<file path="src/rtl/mc_csr_pkg.sv">
// Shared constants and types for the memory controller CSR AHB slave.
// Imported by the slave, its register file and the bench.
package mc_csr_pkg;

  localparam logic [1:0] HTRANS_IDLE   = 2'b00;
  localparam logic [1:0] HTRANS_BUSY   = 2'b01;
  localparam logic [1:0] HTRANS_NONSEQ = 2'b10;
  localparam logic [1:0] HTRANS_SEQ    = 2'b11;

  localparam logic [1:0] HRESP_OKAY  = 2'b00;
  localparam logic [1:0] HRESP_ERROR = 2'b01;

  localparam logic [2:0] HSIZE_WORD = 3'b010;

  localparam logic [7:0] CSR_OFS_0 = 8'h00;
  localparam logic [7:0] CSR_OFS_1 = 8'h04;
  localparam logic [7:0] CSR_OFS_2 = 8'h08;
  localparam logic [7:0] CSR_OFS_3 = 8'h0C;
  localparam logic [7:0] CSR_OFS_4 = 8'h10;
  localparam logic [7:0] CSR_OFS_5 = 8'h14;
  localparam logic [7:0] CSR_OFS_6 = 8'h18;

  typedef enum logic [1:0] {
    ST_IDLE,
    ST_RWAIT,
    ST_ERR1,
    ST_ERR2
  } csr_ahb_state_e;

  function automatic logic htrans_active(input logic [1:0] t);
    return (t == HTRANS_NONSEQ) || (t == HTRANS_SEQ);
  endfunction

endpackage

</file>
<file path="src/rtl/mc_csr_regfile.sv">
// CSR storage, one-cycle write strobes and the read mux.
// Pure storage; all bus decode lives in mc_csr_ahb_slave.
module mc_csr_regfile #(
  parameter int NUM_REGS = 7,
  parameter int IW       = 3
) (
  input  logic                     clk,
  input  logic                     rst_n,
  input  logic                     wr_en_i,
  input  logic [IW-1:0]            wr_idx_i,
  input  logic [31:0]              wr_data_i,
  input  logic [IW-1:0]            rd_idx_i,
  output logic [31:0]              rd_data_o,
  output logic [NUM_REGS-1:0][31:0] reg_o,
  output logic [NUM_REGS-1:0]      wr_o
);

  logic [NUM_REGS-1:0][31:0] reg_q;
  logic [NUM_REGS-1:0]       wr_q;

  always_ff @(posedge clk or negedge rst_n) begin
    if (!rst_n) begin
      reg_q <= '0;
      wr_q  <= '0;
    end else begin
      wr_q <= '0;
      if (wr_en_i) begin
        for (int i = 0; i < NUM_REGS; i++) begin
          if (wr_idx_i == IW'(i)) begin
            reg_q[i] <= wr_data_i;
            wr_q[i]  <= 1'b1;
          end
        end
      end
    end
  end

  always_comb begin
    rd_data_o = '0;
    for (int i = 0; i < NUM_REGS; i++) begin
      if (rd_idx_i == IW'(i)) rd_data_o = reg_q[i];
    end
  end

  assign reg_o = reg_q;
  assign wr_o  = wr_q;

endmodule

</file>
<file path="src/rtl/mc_csr_ahb_slave.sv">
// AHB-Lite slave terminating word-sized CSR accesses for the memory
// controller; illegal beats get a two-cycle ERROR response.
module mc_csr_ahb_slave
  import mc_csr_pkg::*;
#(
  parameter int          NUM_REGS  = 7,
  parameter logic [31:0] BASE_ADDR = 32'h0200_0000,
  parameter int          READ_WAIT = 0
) (
  input  logic                      clk,
  input  logic                      rst_n,
  input  logic                      i_ahb_hsel,
  input  logic [31:0]               i_ahb_haddr,
  input  logic                      i_ahb_hwrite,
  input  logic [1:0]                i_ahb_htrans,
  input  logic [2:0]                i_ahb_hsize,
  input  logic [2:0]                i_ahb_hburst,
  input  logic                      i_ahb_hreadyin,
  input  logic [31:0]               i_ahb_hwdata,
  output logic                      o_ahb_hready,
  output logic [1:0]                o_ahb_hresp,
  output logic [31:0]               o_ahb_hrdata,
  output logic                      o_ahb_hgrant,
  output logic [NUM_REGS-1:0][31:0] o_csr_reg,
  output logic [NUM_REGS-1:0]       o_csr_wr
);

  localparam int IW = (NUM_REGS > 1) ? $clog2(NUM_REGS) : 1;
  localparam logic [31:0] WIN_BYTES = 32'(4 * NUM_REGS);

  csr_ahb_state_e state_q;
  logic [1:0]     wcnt_q;
  logic           hready_q;
  logic [1:0]     hresp_q;
  logic           hgrant_q;
  logic           dp_vld_q;
  logic           dp_wr_q;
  logic           dp_ok_q;
  logic [IW-1:0]  dp_idx_q;

  logic           acc;
  logic           legal;
  logic [31:0]    ofs;
  logic [IW-1:0]  a_idx;
  logic           wr_en;
  logic           rd_hit;
  logic [31:0]    rd_data;
  logic           unused_ok;

  // Offset wraps for addresses below the base, so one compare
  // covers both ends of the window.
  assign ofs   = i_ahb_haddr - BASE_ADDR;
  assign a_idx = ofs[IW+1:2];
  assign legal = (i_ahb_hsize == HSIZE_WORD) &&
                 (i_ahb_haddr[1:0] == 2'b00) &&
                 (ofs < WIN_BYTES);

  // hready_q is high exactly in IDLE/ERR2, where a new beat may start.
  assign acc = i_ahb_hsel & i_ahb_hreadyin &
               htrans_active(i_ahb_htrans) & hready_q;

  assign unused_ok = ^i_ahb_hburst;

  always_ff @(posedge clk or negedge rst_n) begin
    if (!rst_n) begin
      state_q  <= ST_IDLE;
      wcnt_q   <= '0;
      hready_q <= 1'b1;
      hresp_q  <= HRESP_OKAY;
      hgrant_q <= 1'b0;
      dp_vld_q <= 1'b0;
      dp_wr_q  <= 1'b0;
      dp_ok_q  <= 1'b0;
      dp_idx_q <= '0;
    end else begin
      hgrant_q <= 1'b1;
      if (acc) begin
        dp_vld_q <= 1'b1;
        dp_wr_q  <= i_ahb_hwrite;
        dp_ok_q  <= legal;
        dp_idx_q <= a_idx;
      end else if (hready_q) begin
        dp_vld_q <= 1'b0;
      end
      unique case (state_q)
        ST_RWAIT: begin
          if (wcnt_q == 2'd0) begin
            state_q  <= ST_IDLE;
            hready_q <= 1'b1;
          end else begin
            wcnt_q <= wcnt_q - 2'd1;
          end
        end
        ST_ERR1: begin
          state_q  <= ST_ERR2;
          hready_q <= 1'b1;
          hresp_q  <= HRESP_ERROR;
        end
        ST_IDLE, ST_ERR2: begin
          if (acc && !legal) begin
            state_q  <= ST_ERR1;
            hready_q <= 1'b0;
            hresp_q  <= HRESP_ERROR;
          end else if (acc && !i_ahb_hwrite && (READ_WAIT > 0)) begin
            state_q  <= ST_RWAIT;
            wcnt_q   <= 2'(READ_WAIT - 1);
            hready_q <= 1'b0;
            hresp_q  <= HRESP_OKAY;
          end else begin
            state_q  <= ST_IDLE;
            hready_q <= 1'b1;
            hresp_q  <= HRESP_OKAY;
          end
        end
      endcase
    end
  end

  // Legal data phases only ever complete in IDLE.
  assign wr_en  = dp_vld_q & dp_wr_q & dp_ok_q & (state_q == ST_IDLE);
  assign rd_hit = dp_vld_q & ~dp_wr_q & dp_ok_q & (state_q == ST_IDLE);

  mc_csr_regfile #(
    .NUM_REGS (NUM_REGS),
    .IW       (IW)
  ) u_regfile (
    .clk       (clk),
    .rst_n     (rst_n),
    .wr_en_i   (wr_en),
    .wr_idx_i  (dp_idx_q),
    .wr_data_i (i_ahb_hwdata),
    .rd_idx_i  (dp_idx_q),
    .rd_data_o (rd_data),
    .reg_o     (o_csr_reg),
    .wr_o      (o_csr_wr)
  );

  assign o_ahb_hready = hready_q;
  assign o_ahb_hresp  = hresp_q;
  assign o_ahb_hrdata = rd_hit ? rd_data : 32'h0;
  assign o_ahb_hgrant = hgrant_q;

endmodule

</file>
<file path="config.mk">
export PLATFORM = sky130hd
export DESIGN_NAME = mc_csr_ahb_slave
export DESIGN_NICKNAME = d
export VERILOG_FILES = /design/src/rtl/mc_csr_pkg.sv /design/src/rtl/mc_csr_regfile.sv /design/src/rtl/mc_csr_ahb_slave.sv
export SDC_FILE = /design/constraint.sdc
export NUM_CORES = 1
export LEC_CHECK = 0
export CAP_MARGIN = 20
export CORE_MARGIN = 4
export CORE_UTILIZATION = 42
export DETAILED_ROUTE_END_ITERATION = 16
export PLACE_DENSITY = 0.83
export REMOVE_ABC_BUFFERS = 1
export SLEW_MARGIN = 20
export SYNTH_ARGS = -nofsm -noshare
export SYNTH_HDL_FRONTEND = slang
export SYNTH_SLANG_ARGS = --single-unit
</file>
<file path="constraint.sdc">
create_clock -name clk -period 3 [get_ports clk]
set_input_delay 0.6 -clock clk [delete_from_list [all_inputs] [get_ports clk]]
set_output_delay 0.6 -clock clk [all_outputs]
set_load 0.03 [all_outputs]
</file>
==> reports/results.txt <==
Nets - 1,250
vias in the first global route - 9,229
final hold violations - 0
compound-cell area share of the yosys netlist - 0.0731
VDD IR max - 398 uV
largest family of logic cells by synthesized area - multiplexers
CTS tree - done
DR WL/cell - 24.5 um
Critical Path Fanout Max - 18
final instance area - 16,200 um2
Detail Route Antenna Nets - 0
port bufs - 338
Cell Area, Synth - 11,300 um2
Worst Clk Skew - 0.00483 ns
outcome - finished, final reports clean
Tcrit/Tclk final - 0.989
post-synthesis sequential area ratio - 0.540
CTS sink cnt - 244
Post-synth EDFFs - 0
RR Endpoint - u_regfile.reg_o[166]
DRC violation count after routing - 0
DR WL met3 - 3110 um
share of post-route cells with drive strength above 1 - 0.336
Ys Warns - 0
core area - 26,300 um2
first-pass GRT wire length - 54,900 um
die area - 29,600 um2
worst slew pin tran - 0.808 ns
DRT iter0 DRCs - 772
Initial Utilization - 0.431
Core Rows - 59
uppermost layer routed - met4
Synth Area in Adders - 0.00663
CP startpoint kind - flip-flop
r2r startpoint - dp_idx_q[0]
Critical Path AT - 2.37 ns
Setup CP Type - reg2out
hold_ws - 0.492 ns
H-tree depth - 1
Root Buffer - clkbuf_16
Worst R2R Path Depth - 6
Post-Synth XOR/XNOR Area - 0.00155
TritonRoute pass-1 iters - 5
grt ovf - 0
synthesized netlist cell count - 826
reg2reg setup slack - 0.58 ns
I/O pin cnt - 344
TNS Setup - 0 ns
post-DP HPWL - 24,200 um
routed via count - 8,861
met1 WL - 14,400 um
GPL Wtd Cong - 0.800
Synth-to-Final Area Change - 43.4%
max-slew violation count - 0
WL final - 37,200 um
Pwr Total - 7990 uW
filler cell count - 1,943
sink of the worst hold path - wcnt_q[1]
hold depth - 2
Synth Register Bits - 244
CTS buffer count - 26
worst hold path class - reg2reg
# diodes - 0
Worst-path clk slew - 0.06 ns
pin count of the biggest net entering global routing - 99
Post-DP Area - 15,100 um2
Pwr per Cell Area - 493 nW/um2
setup violators final - 0
library cells used by synthesis - 43
HP Start - wcnt_q[1]
Worst EP required - 2.40 ns
clk buf depth - 3
vias per cell - 5.83
post-synthesis mux area share - 0.296
Clock Latency Late Sink - 0.52 ns
Post-synth ARST share - 1.00
initial antenna violation count - 0
Die H - 172 um
RSZ-0062 raised after global routing - true
maxcap violations - 0
Final min period - 2.97 ns
met2 wire len - 18,600 um
Static Leak - 0.00723 uW
top_reg_cell synth - dfrtp_1
fmax - 337 MHz
Post-Synth Simple-Gate Area - 0.0492
GRT Total Usage - 0.237
Chip Width - 172 um
CP Capture Type - output pin
Rel. slew slack - 0.461
Mapped Avg Cell Area - 13.7 um2
==> per-layer routing <==
layer  vias up  GRT usage
met1      4582      0.306
met4         0     0.0697
li1       3733          -
met3        79     0.0544
met5         -          0
met2       467      0.403
==> per-stage QoR <==
step | utilization | worst slack (ns) | instances
after detailed placement | 0.574 | 0.430 | 1469
after CTS | 0.608 | -0.102 | 1518
after global placement | 0.574 | 0.467 | 1469
final | 0.617 | 0.0334 | 1521
after floorplan | - | -1.65 | 767
after global routing | 0.617 | -0.0487 | 1521
==> worst max path at each step <==
stage                                end  depth (start not counted)   startpoint
floorplan           u_regfile.reg_o[192]                          3  dp_idx_q[1]
detailed placement      o_ahb_hrdata[15]                          6  dp_idx_q[0]
CTS                     o_ahb_hrdata[24]                          5  dp_idx_q[0]
global placement        o_ahb_hrdata[24]                          5  dp_idx_q[0]
global route            o_ahb_hrdata[30]                          5  dp_idx_q[0]
finish                  o_ahb_hrdata[30]                          5  dp_idx_q[0]
==> worst max-delay path: stages (launching register included) <==
cell and delay (ns):
dfrtp_4 0.49, buf_16 0.21, mux4_2 0.53, a221oi_2 0.34, nor2_1 0.09, buf_4 0.18
==> what timing repair did <==
| action | in CTS | in global routing |
|---|---|---|
| cloned | 0 | 2 |
| hold buffers | 1 | 0 |
| resized for setup | 4 | 25 |
| hold endpoints to repair | 14 | 0 |
| setup buffers | 1 | 1 |
| endpoints found under the setup margin | 28 | 26 |
==> sequential cells by signal, indices dropped and copies added, names as in the netlist <==
signal and flops:
u_regfile.wr_o 7, dp_vld_q 1, state_q 2, o_ahb_hgrant 1, u_regfile.reg_o 224, dp_ok_q 1
dp_idx_q 3, o_ahb_hresp 1, dp_wr_q 1, wcnt_q 2, o_ahb_hready 1
==> report_power, final <==
part | switching [uW] | total [uW] | leakage, uW | internal, uW
sequential | 77.8 | 3430 | 0.00331 | 3360
combinational | 805 | 1330 | 0.00348 | 520
clock | 1290 | 3230 | 0.000429 | 1940
==> final cells by class <==
cell class / count / area [um2] / share of cell area
clock buffer: 39 / 771 / 0.0475
clock inverter: 8 / 90.1 / 0.00555
inverter: 11 / 41.3 / 0.00255
multi-input combinational: 512 / 5030 / 0.310
sequential: 244 / 6120 / 0.377
tap: 335 / 419 / 0.0258
timing repair buffer: 372 / 3760 / 0.232
==> synth_stat cells, drive strengths merged, types with 4 or more instances <==
| library cell | number | area share |
|---|---|---|
| nand4 | 4 | 0.0035 |
| clkbuf | 23 | 0.0085 |
| a221oi | 32 | 0.025 |
| dfrtp | 243 | 0.54 |
| ha | 6 | 0.0066 |
| mux2 | 224 | 0.23 |
| nor2 | 35 | 0.012 |
| nor4 | 6 | 0.0046 |
| o21ai | 70 | 0.031 |
| nand2 | 46 | 0.015 |
| nor4b | 5 | 0.0065 |
| inv | 11 | 0.0036 |
| mux4 | 32 | 0.064 |
| a21oi | 33 | 0.015 |
| buf | 36 | 0.021 |
==> placed cells by master, fill, tap and decap left out, types with 11 or more instances in the layout <==
master / netlist / layout
clkdlybuf4s50_1: 0 / 305
dfrtp_1: 243 / 240
mux2_2: 193 / 193
o21ai_0: 70 / 70
buf_4: 2 / 51
nand2_1: 46 / 46
a21oi_1: 33 / 33
mux4_2: 32 / 32
nor2_1: 34 / 31
mux2_4: 29 / 29
clkbuf_16: 0 / 29
a221oi_2: 0 / 18
a221oi_1: 32 / 11
==> logic make-up after synthesis <==
group | after synthesis
buffers and inverters | 70
XOR/XNOR | 2
AND/OR/NAND/NOR | 107
AO/OA/AOI/OAI | 139
adder cells (fa/ha/maj) | 6
flip-flops | 244
multiplexers | 256
other | 2
Note: power is estimated with default switching activity, not from simulation.
